[src/rtl/fifo_ctrl.sv]
// fifo_ctrl: pointer and status controller for a circular-buffer FIFO built on a
// dual-port register file (synchronous write port, combinational read port).
//
// Ports:
//   clk          system clock, rising edge
//   reset        asynchronous, active-high reset
//   wr           write request (data presented to the register file this cycle)
//   rd           read request (pops the word at r_addr)
//   clr_err      clears the sticky overflow/underflow flags
//   w_en         register-file write enable (combinational)
//   w_addr       register-file write address (write pointer)
//   r_addr       register-file read address (read pointer)
//   full         count == depth
//   empty        count == 0
//   almost_full  count >= af_level
//   count        occupancy, 0..depth
//   overflow     sticky: a write was dropped
//   underflow    sticky: a read was attempted on empty
module fifo_ctrl #(
   parameter int unsigned addr_width = 4,
   parameter int unsigned af_level   = (1 << addr_width) - 2
) (
   input  logic                  clk,
   input  logic                  reset,
   input  logic                  wr,
   input  logic                  rd,
   input  logic                  clr_err,
   output logic                  w_en,
   output logic [addr_width-1:0] w_addr,
   output logic [addr_width-1:0] r_addr,
   output logic                  full,
   output logic                  empty,
   output logic                  almost_full,
   output logic [addr_width:0]   count,
   output logic                  overflow,
   output logic                  underflow
);

   localparam int unsigned depth = 1 << addr_width;
   localparam int unsigned cnt_w = addr_width + 1;

   logic             do_wr;
   logic             do_rd;
   logic [cnt_w-1:0] count_nxt;

   // A write into a full FIFO is still accepted when a read frees a slot at the same edge.
   assign do_wr = wr & (~full | rd);
   assign do_rd = rd & ~empty;
   assign w_en  = do_wr;

   // Next occupancy; flags are derived from it so they are registered, not combinational.
   always_comb begin
      count_nxt = count;
      if (do_wr && !do_rd) begin
         count_nxt = count + cnt_w'(1);
      end else if (do_rd && !do_wr) begin
         count_nxt = count - cnt_w'(1);
      end
   end

   // Pointer, occupancy and status registers.
   always_ff @(posedge clk or posedge reset) begin
      if (reset) begin
         w_addr      <= '0;
         r_addr      <= '0;
         count       <= '0;
         full        <= 1'b0;
         empty       <= 1'b1;
         almost_full <= 1'b0;
         overflow    <= 1'b0;
         underflow   <= 1'b0;
      end else begin
         if (do_wr) begin
            w_addr <= w_addr + addr_width'(1);
         end
         if (do_rd) begin
            r_addr <= r_addr + addr_width'(1);
         end
         count       <= count_nxt;
         full        <= (count_nxt == cnt_w'(depth));
         empty       <= (count_nxt == '0);
         almost_full <= (count_nxt >= cnt_w'(af_level));
         // A new error in the same cycle as clr_err keeps the flag set.
         overflow    <= (wr & ~do_wr) | (overflow & ~clr_err);
         underflow   <= (rd & empty) | (underflow & ~clr_err);
      end
   end

endmodule

[config.mk]
export PLATFORM = sky130hd
export DESIGN_NAME = fifo_ctrl
export DESIGN_NICKNAME = d
export VERILOG_FILES = /design/src/rtl/fifo_ctrl.sv
export SDC_FILE = /design/constraint.sdc
export NUM_CORES = 1
export LEC_CHECK = 0
export ABC_AREA = 1
export CAP_MARGIN = 20
export CORE_ASPECT_RATIO = 1.2
export CORE_UTILIZATION = 36
export DETAILED_ROUTE_END_ITERATION = 8
export HOLD_SLACK_MARGIN = 0.03
export PLACE_DENSITY = 0.71
export SYNTH_ARGS = -nofsm -noshare
export SYNTH_HDL_FRONTEND = slang
export SYNTH_SLANG_ARGS = --single-unit
[constraint.sdc]
create_clock -name clk -period 1.6 [get_ports clk]
set_input_delay 0.16 -clock clk [delete_from_list [all_inputs] [get_ports clk]]
set_output_delay 0.16 -clock clk [all_outputs]
set_load 0.02 [all_outputs]
# Yosys cells after proc, flatten, opt, wreduce, memory -nomap -nowiden
# Index checks and enable logic that the tools add are counted.
# W data, S select, Z words.
# classes
add_sub_neg,4
order_cmp,1
eq_ne,1
mux,2
n_bitwise,13
n_reduce_logical,5
# ops
op,n
$mux W5,2
$add A4 B1 Y4 const B,2
$and A1 B1 Y1,6
$add A5 B1 Y5 const B,1
$eq A5 B5 Y1 const B,1
$ge A5 B4 Y1 const B,1
$logic_not A5 Y1,1
$sub A5 B1 Y5 const B,1
$not A1 Y1,4
$or A1 B1 Y1,3
$logic_and A1 B1 Y1,2
$logic_not A1 Y1,2
# totals
regBits,18
out_inout_bits,19

# Depth between registers and ports, before layout
# logic_depth
word_depth,8
mapped_depth,11
ltp_nobuf,11

# Worst setup path before layout
# OpenSTA, ideal clock, no wires.
# synth_timing
path_type,flip-flop to flip-flop
startpoint,register count[0]
endpoint,register full
setup_time_ns,0.116
arrival_time_ns,1.339
required_time_ns,1.484
path_slack_ns,0.146
stages_incl_launch_ff,11
n_path_buf,0
period_less_slack_ns,1.454
path_cell_list,dfrtp_1 > inv_1 > ha_1 > nand2_1 > nand2_1 > nand2_1 > nand2_1 > a21oi_2 > nor2_2 > nand2_2 > nor2_2
# synth_via
elab_chain_len,4
# synth_rtl
element,line_no,rtl
from (decl),34,"output logic [addr_width:0] count,"
from (signal assigned),79,count <= count_nxt;
$sub A5 B1 Y5,57,count_nxt = count - cnt_w'(1);
$mux W5,56,end else if (do_rd && !do_wr) begin
$mux W5 *,54,if (do_wr && !do_rd) begin
named net count_nxt[2],44,logic [cnt_w-1:0] count_nxt;
$eq A5 B5 Y1 *,80,full <= (count_nxt == cnt_w'(depth));
to (signal assigned),80,
to (decl),31,"output logic full,"
# Mark *: on every way through the listed nets, which the timed path passes. The rest lies on a longest branch.
# A chain may end at the register's enable or synchronous reset.

# Worst setup path after layout
# layout_timing
startpoint,register count[0]
endpoint,output count[0]
# No word-level cell between the ends.

==> results.md <==
- Run status: complete, no violations
- Mean post-synth cell area: 8.816 µm²
- Final hold viol count: 0
- Critical path class: reg -> out
- Synth Register Bits: 18
- Vias: about 800
- Power Density: 1760 nW/µm²
- Fmax: 657.5 MHz
- Commonest non-fill, non-tap cell in the layout: nand2_1
- Final Wtd Congestion: 0.7787
- RSZ-0062 raised after global routing: false
- Inserted Diodes: 0
- CTS root buf: clkbuf_4
- DRC violations left: 0
- Post-DP HPWL: roughly 1400 µm
- Met2 wire len: 987 µm
- Synth Instances: 109
- Fin. max-slew vios: 0
- Largest net degree at the start of global routing: 14
- Min-Delay Path Class: in -> async
- Layout fillers: 245
- WL final: 1870 µm
- Worst Path Arrival: 1.36 ns
- Non-Filler Instances: 180
- H-tree depth: 1
- Max Cap Viol: 0
- Largest delay contributor family on the critical path: buffers and inverters
- Global Route Usage Sum: 0.1448
- Die width: 49.17 µm
- Setup violations, final: 0
- Clock slew at reported path FFs: about 0.1 ns
- Area grow syn2layout: 39.45%
- Most frequent cells in the layout: nand2_1, clkdlybuf4s50_1, dfrtp_1
- Worst slack, placed: -0.05674 ns
- Crit path max fanout: 5
- WL/cell: 10.39 µm
- Highest Signal Layer: met4
- Sink Count: 18
- CP max stage delay: 0.63 ns
- Nets: 157
- Final Power: about 0.0024 W
- Maximum buffer depth of the clock tree: 2
- Min Tclk post-route: 1.521 ns
- CTS Buf Count: 3
- Netlist cell types: 21
- Top-area cell type share of the netlist area: 0.4427
- Final worst slack: 0.07914 ns
- Met3 WL: 85 µm
- Placed cell area: ~1300 µm²
- Final Cycle Share: 0.9505
- Global-route wire length before repair: between 3000 and 4000 µm
- Share of layout cells above drive strength 1: 0.2653
- Utilization after layout: 0.5302
- Startpoint Class: register
- Initial Util: 0.3802
- Final design area excluding fillers: 1340 µm²
- Grt total ovfl: 0
- Vias in the first global route: 750
- Worst path bufs/invs: 1
- CP Cell Sequence: clkdlybuf4s50_1
- Ys Warns: 0
- Syn_nets: 118
- Clk_lat worst skew: ~0.30 ns
- Cell Area, Synth: 960.9 µm²
- Area leader, netlist: dfrtp_1
- Antenna violations before repair: 0
- WL met1: 774 µm
- Cells after DPL: 173
- CTS tree: done
- Core area: between 2000 and 3000 µm²
- 1st-iter DRT viols: 10
- Peak VDD IR: 1.093 mV
- Seq/Total Area, Yosys: 0.4701
- Slew @ Worst Pin: 0.2381 ns
- Full die area: 2881 µm²
- Static Leak: 0.6637 nW
- Max-slew headroom: 0.8413
- DR pass1 iterations: 5
- Slowest-stage cell, CP: clkdlybuf4s50_1
- Top_reg_cell synth: dfrtp_1
- Post-synth EDFFs: 0
- Setup Skew: 0.003319 ns
- Die Height: 58.60 µm
- Row count: 20
- Post-route ant nets: 0
- Ys async rst share: 1.000
- Buffers on Ports: 23
- Crit path capture type: output pin
- Synth top area cells: dfrtp_1, nand2_1, ha_1
- I/O pins: 24
- DR vias/cell: 4.433
- Req. time, crit path: 1.44 ns
-- kinds of logic (layout without fill, tap and decap cells) --
kind of cell	Yosys count	after routing	synth area share
buf+inv	20	58	0.08334
flops	18	18	0.4701
simple gates	54	54	0.2813
xor+xnor	7	7	0.06380
compound gates	6	6	0.04948
fa+ha+maj	4	4	0.05209
-- layout make-up --
type / count / area, µm² / area share
Tap cell: 33 / 41.29 / 0.03081
Timing Repair Buffer: 34 / 309.0 / 0.2306
Clock buffer: 4 / 26.28 / 0.01961
Sequential cell: 18 / 451.7 / 0.3371
Inverter: 20 / 80.08 / 0.05976
Multi-Input combinational cell: 71 / 431.7 / 0.3221
-- cells in the mapped netlist, drive strengths merged, types with 2 or more instances --
library cell,instances
dfrtp,17
ha,4
inv,19
nand2,36
nand3,10
nor2,7
o21ai,3
o22ai,2
xnor2,5
xor2,2
-- worst paths after layout --
| kind | startpoint | endpoint | slack, ns | cells after the start |
|---|---|---|---|---|
| hold reg to reg | r_addr[3] | r_addr[3] | 0.47 | 1 |
| setup reg to reg | count[1] | full | 0.10 | 11 |
| hold / removal | reset | almost_full | 0.05 | 2 |
| min in group clk | clr_err | overflow | 0.47 | 2 |
| setup / recovery | count[0] | count[0] | 0.08 | 1 |
| max in group asynchronous | reset | empty | 1.04 | 3 |
-- flip-flops by register name (all words and copies together), names as in the netlist --
name and count:
count 5, r_addr 4, w_addr 4, almost_full 1, empty 1, full 1, overflow 1, underflow 1
-- per-stage QoR --
stage           TNS, ns  hold WS, ns
6_report              0      0.04771
3_5_place_dp    -0.1087       0.3818
4_1_cts               0      0.04089
2_1_floorplan         0      0.09784
5_1_grt               0      0.07281
3_3_place_gp   -0.02587       0.3800
-- what timing repair did --
action	4_1_cts	5_1_grt
resized for setup	3	2
setup endpoints to repair	3	2
hold buffers	0	0
cloned	0	0
pin swaps	0	2
buffers inserted	0	3
-- report_power, final --
group | internal, W | leakage [nW] | total [W] | switching, W
logic | 0.000612 | 0.435 | 0.00130 | 0.000685
clock network | 0.0000972 | 0.0150 | 0.000242 | 0.000144
registers | 0.000640 | 0.214 | 0.000820 | 0.000180
-- per-layer routing --
metal,up-vias,global-route usage
met5,-,0
met4,0,0.06723
met3,2,0.03101
met2,21,0.2485
met1,369,0.1732
li1,406,-
Power figures use the tool's default switching activity.
